$ cat config.mk
export PLATFORM = sky130hd
export DESIGN_NAME = rr_mux_arbiter
export DESIGN_NICKNAME = d
export VERILOG_FILES = /design/src/rtl/rr_mux_arbiter.sv
export SDC_FILE = /design/constraint.sdc
export NUM_CORES = 1
export LEC_CHECK = 0
export ABC_AREA = 1
export ABC_CLOCK_PERIOD_IN_PS = 4700
export BUFFER_PORTS_ARGS = -buffer_cell sky130_fd_sc_hd__buf_2
export CORE_UTILIZATION = 51
export CTS_CLUSTER_DIAMETER = 60
export DETAILED_ROUTE_END_ITERATION = 10
export PLACE_DENSITY = 0.85
export SKIP_LAST_GASP = 1
export SYNTH_ARGS = -nofsm -noshare
export SYNTH_HDL_FRONTEND = slang
export SYNTH_SLANG_ARGS = --single-unit
$ cat constraint.sdc
create_clock -name CLK -period 4.7 [get_ports CLK]
set_clock_uncertainty 0.1 [all_clocks]
set_input_delay 0.235 -clock CLK [delete_from_list [all_inputs] [get_ports CLK]]
set_output_delay 0.235 -clock CLK [all_outputs]
set_load 0.05 [all_outputs]
$ cat src/rtl/rr_mux_arbiter.sv
// ============================================================================
// Module      : rr_mux_arbiter
// Description : 4-way round-robin arbiter feeding one registered output beat
//               with valid/ready handshake.
// Revision    : 1.0 - initial release
// ============================================================================
`default_nettype none

module rr_mux_arbiter #(
    parameter int WIDTH = 8
) (
    input  logic             CLK,
    input  logic             RST_N,
    input  logic [3:0]       REQ,
    input  logic [WIDTH-1:0] A,
    input  logic [WIDTH-1:0] B,
    input  logic [WIDTH-1:0] C,
    input  logic [WIDTH-1:0] D,
    output logic [3:0]       GNT,
    output logic [WIDTH-1:0] Y,
    output logic [1:0]       S,
    output logic             Y_VALID,
    input  logic             Y_READY
);

    typedef enum logic [0:0] {
        IDLE = 1'b0,
        BUSY = 1'b1
    } state_t;

    state_t           state_q, state_d;
    logic [WIDTH-1:0] y_q, y_d;
    logic [1:0]       s_q, s_d;
    logic [1:0]       last_grant_q, last_grant_d;

    logic             capture_slot;
    logic             do_capture;
    logic             found;
    logic [1:0]       idx;
    logic [1:0]       win_idx;
    logic [WIDTH-1:0] win_data;

    // Search starts just past the last winner and wraps, first set bit wins.
    always_comb begin
        found   = 1'b0;
        idx     = 2'd0;
        win_idx = 2'd0;
        for (int i = 1; i <= 4; i++) begin
            idx = 2'(last_grant_q + 2'(i));
            if (!found && REQ[idx]) begin
                found   = 1'b1;
                win_idx = idx;
            end
        end
    end

    always_comb begin
        case (win_idx)
            2'd0:    win_data = A;
            2'd1:    win_data = B;
            2'd2:    win_data = C;
            default: win_data = D;
        endcase
    end

    always_comb begin
        capture_slot = (state_q == IDLE) || Y_READY;
        do_capture   = capture_slot && (REQ != 4'd0);

        state_d      = state_q;
        y_d          = y_q;
        s_d          = s_q;
        last_grant_d = last_grant_q;

        if (do_capture) begin
            state_d      = BUSY;
            y_d          = win_data;
            s_d          = win_idx;
            last_grant_d = win_idx;
        end else if ((state_q == BUSY) && Y_READY) begin
            state_d = IDLE;
        end
    end

    // Gated by reset so no grant escapes while the block is held in reset.
    assign GNT     = (do_capture && RST_N) ? (4'b0001 << win_idx) : 4'b0000;
    assign Y       = y_q;
    assign S       = s_q;
    assign Y_VALID = (state_q == BUSY);

    always_ff @(posedge CLK or negedge RST_N) begin
        if (!RST_N) begin
            state_q      <= IDLE;
            y_q          <= '0;
            s_q          <= 2'd0;
            last_grant_q <= 2'd3;
        end else begin
            state_q      <= state_d;
            y_q          <= y_d;
            s_q          <= s_d;
            last_grant_q <= last_grant_d;
        end
    end

endmodule

`default_nettype wire

== Word level (Yosys, flattened, before mapping) ==
Index checks and enable logic that the tools add are counted.

* Output and inout bits: 15
* Bits in read-only memories: 0
* Bits in writable memories: 0
* Latch bits: 0
* Input bits: 39
* Register bits after elaboration: 13
* Memories kept: 0

* Multiplexer cells: 19
* Div/mod/pow operators: 0
* Equality and inequality tests: 2
* Bitwise gates (word level): 1
* Multiply operators: 0
* Add/sub/neg operators: 3
* $lt $le $gt $ge: 4
* Shift-type cells: 1
* Reductions and logical operators: 13

{| class="wikitable"
|+ Operators with widths
! cell !! count
|-
| $pmux 8 s3 || 1
|-
| $lt 2x3->1 const B || 4
|-
| $mux 1 || 9
|-
| $bmux 1 s2 || 4
|-
| $mux 2 || 4
|-
| $logic_and 1x1->1 || 6
|-
| $add 2x2->2 const B || 2
|-
| $mux 4 || 1
|-
| $reduce_bool 4->1 || 1
|-
| $shl 1x2->4 const A || 1
|-
| $logic_not 1->1 || 3
|-
| $add 2x1->2 const B || 1
|-
| $eq 2x1->1 const B || 1
|-
| $eq 2x2->1 const B || 1
|-
| $logic_not 2->1 || 1
|-
| $reduce_bool 2->1 || 1
|-
| $logic_or 1x1->1 || 1
|-
| $not 1->1 || 1
|}

== Depth between registers and ports, before layout ==
* Depth after elaboration: 15
* Gate-level depth with buffers: 18

== Least setup slack after synthesis ==
OpenSTA, ideal clock, no wires.

* Path kind: register -> output
* Start: reg last_grant_q[0]
* End: out GNT[1]
* Data arrival time: 2.621 ns
* Buffers on the path: 3
* Cell stages (with the launch flop): 14
* Data required time: 4.365 ns
* Slack: 1.744 ns
* Cell sequence: dfstp_2 inv_2 buf_6 nand2_1 nand3_1 nand2_1 inv_1 nor2_4 nand2_2 nand2_2 nand2_4 buf_6 buf_6 nor3_1

* Word-level cells in the longest chain between the ends: 15
* Elaborated cells on any way between the ends: 26
* Those cells by class: add/sub (3); shift (1); mux (16); reduce/logical (6)

{| class="wikitable"
|+ RTL lines
! what !! line !! source
|-
| start, declared || 34 || <nowiki>logic [1:0] last_grant_q, last_grant_d;</nowiki>
|-
| start signal, assigned || 101 || <nowiki>last_grant_q <= last_grant_d;</nowiki>
|-
| $add 2x1->2 || 49 || <nowiki>idx = 2'(last_grant_q + 2'(i));</nowiki>
|-
| $bmux 1 s2 || 50 || <nowiki>if (!found && REQ[idx]) begin</nowiki>
|-
| $mux 1 (not written as such) || 50 ||
|-
| $mux 1 || 50 ||
|-
| $logic_not 1->1 || 50 ||
|-
| $logic_and 1x1->1 || 50 ||
|-
| $mux 1 || 50 ||
|-
| $logic_not 1->1 || 50 ||
|-
| $logic_and 1x1->1 || 50 ||
|-
| $mux 1 || 50 ||
|-
| $logic_not 1->1 || 50 ||
|-
| $logic_and 1x1->1 || 50 ||
|-
| $mux 2 * || 50 ||
|-
| $shl 1x2->4 * || 86 || <nowiki>assign GNT = (do_capture && RST_N) ? (4'b0001 << win_idx) : 4'b0000;</nowiki>
|-
| $mux 4 * || 86 ||
|-
| end, declared || 19 || <nowiki>output logic [3:0] GNT,</nowiki>
|}

Mark *: on every way between the ends. The rest lies on a longest branch, timed or not. The select of a mux whose other input is x is not followed.

== Final worst setup path ==
* Start: reg last_grant_q[0]
* End: out GNT[2]

Same word-level chain as after synthesis.

==> flow_metrics.tcl <==
set metrics [dict create \
    cts_sinks 13 \
    slew_headroom 0.366 \
    worst_setup_path_start_kind "flop" \
    seqCellArea_um2 328 \
    synth.area.top_cells "nand2_1, dfrtp_1, nand3_1" \
    crit_slowest_cell "dfstp_2" \
    synth_nets 242 \
    via_per_inst 4.85 \
    ir_drop_v 0.000509 \
    gp_congestion 0.884 \
    first_pass_iters 4 \
    critPathArrivalTime_ns 2.39 \
    status "completed" \
    fmax_mhz 367 \
    leakagePower_uw 0.000957 \
    drt_wl_total_um 2970 \
    multi_input_area_um2 728 \
    worstSetupEndpointType "output pin" \
    die-area_um2 2690 \
    grt_overflow 0 \
    drv_cap 0 \
    std_cell_rows 17 \
    io_buffers 53 \
    drc 0 \
    layout_common_cells "nand2_1, buf_2, inv_1" \
    ant_nets 0 \
    n_fill_cell 237 \
    r2r-start "last_grant_q[0]" \
    synth-seq-cells 13 \
    worstHoldStart "Y_READY" \
    tns_ns 0 \
    worst_slew_pin_slew_ns 0.951 \
    synth_area_leader_cell "nand2_1" \
    drtIter0Drc 27 \
    area_growth_syn_to_layout_pct 19.9 \
    endpoint "GNT[2]" \
    grt_use_total 0.257 \
    cts_made_buffers 3 \
    yosysTopAreaCellShare 0.245 \
    syn_area_um2 1270 \
    dieHeight_um 51.9 \
    yosysWarnings 0 \
    grt_pass1_vias 1230 \
    syn_inst 203 \
    drive_gt1_frac 0.312 \
    finalSetupViolations 0 \
    reg2reg_slack_ns 2.29 \
    power_uw 1300 \
    grt_start_max_net_pins 22 \
    fin_crit_ns 2.72 \
    io_pins 54 \
    ys_seq_area_frac 0.258 \
    design.core.area_um2 2280 \
    clockRootBuffer "clkbuf_4" \
    rr_endpoint "Y[2]" \
    insertion_delay_ns 0.27 \
    post_cts_buffers 0 \
    hp-class "input pin to flop" \
    clock_tree.htree_level_count 1 \
    antenna_cells 0 \
    final_common_cell "nand2_1" \
    path_cells "inv_2 > nand2_1 > nand2_1 > nand2_2 > a21boi_1 > nand2_1 > a21oi_4 > nor3_1 > buf_2" \
    fp.dieW_um 51.9 \
    vias 1363 \
    initial_core_util 0.558 \
    ys_types 28 \
    drv_slew 0 \
    cts_tree "done" \
    crit_path_frequent_cell "nand2_1" \
    wl_per_cell_um 10.6 \
    power_density_nw_per_um2 855 \
    syn_area_per_cell_um2 6.26 \
    crit_start "last_grant_q[0]" \
    antenna_found_initial 0 \
    hpwl_um 2320 \
    grt_pass1_wl_um 5150 \
    slowest_delay_ns 0.63 \
    hold_viol 0 \
    worstSetupPathType "flop to output pin" \
    nNetsFinal 293 \
    clock_path_buffers 2 \
    fin_crit_sh 0.580 \
    worstPathRequired_ns 4.37 \
    path_clk_slew_ns 0.08 \
    rr_worst_depth 13 \
    path_max_fanout 21 \
    rsz0062_at_grt "false" \
]
report_power, final:
group,switching [µW],internal [µW],total (µW)
registers,45.3,172,218
logic,724,294,1020
clock network,33.7,32.8,66.6
total,803,499,1300
Yosys cell counts:
library cell	n
a21boi_1	1
a21o_1	5
a21oi_1	1
a21oi_2	1
a21oi_4	1
buf_12	1
buf_4	2
buf_6	4
clkbuf_1	1
clkinv_1	1
dfrtp_1	11
dfstp_2	2
inv_1	30
inv_2	2
inv_4	1
nand2_1	83
nand2_2	6
nand2_4	3
nand3_1	26
nand3_2	4
nand4_1	1
nor2_1	3
nor2_4	2
nor3_1	4
nor4_1	1
o21ai_0	2
o21ai_1	3
o21ai_2	1
sequential cells by signal, indices dropped and copies added, names as in the netlist:
| register | flops |
|---|---|
| Y | 8 |
| Y_VALID | 1 |
| last_grant_q | 2 |
| S | 2 |
layout make-up:
type	count	share of cell area
Clock buffer	4	0.0173
Inverter	34	0.0855
Timing Repair Buffer	54	0.181
Multi-Input combinational cell	148	0.478
Sequential cell	13	0.215
Tap cell	28	0.0230
worst min-delay path by stage:
stage | to | slack (ns) | cells after the start
6_report | Y_VALID | 0.11 | 4
3_5_place_dp | Y[5] | 0.03 | 1
4_1_cts | Y_VALID | 0.11 | 4
5_1_grt | Y_VALID | 0.16 | 3
3_3_place_gp | Y[1] | 0.03 | 1
2_1_floorplan | S[0] | -0.16 | 0
metrics by stage:
step	util	setup slack [ns]	hold WS [ns]	std cells	cell area (µm²)
global placement	0.653	2.32	0.0334	276	1490
floorplan	-	1.74	-0.161	203	1270
detailed placement	0.653	2.28	0.0344	276	1490
global route	0.669	1.79	0.159	281	1520
finish	0.669	1.98	0.109	281	1520
CTS	0.669	1.99	0.112	281	1520
per-layer routing:
layer	share of wire	vias up	GRT usage	routed length, µm
li1	-	727	-	-
met1	0.47	593	0.339	1390
met2	0.47	38	0.440	1390
met3	0.051	5	0.0292	151
met4	0.012	0	0.0676	36
met5	0	-	0	0
what timing repair did:
item                                    4_1_cts  5_1_grt
hold buffers                                  1        0
endpoints found under the setup margin        0        0
gates resized for setup                       0        0
hold endpoints to repair                     11        0
critical path, delay by kind of cell, from the launching register on:
kind | cells | cell delay (ns)
AO/OA/AOI/OAI | 2 | 0.63
buffers and inverters | 2 | 0.37
flip-flops | 1 | 0.63
AND/OR/NAND/NOR | 5 | 0.49
kinds of logic after synthesis:
family / synth area share
simple gates: 0.488
buf+inv: 0.168
compound gates: 0.0857
flops: 0.258
Note: power is estimated with default switching activity, not from simulation.
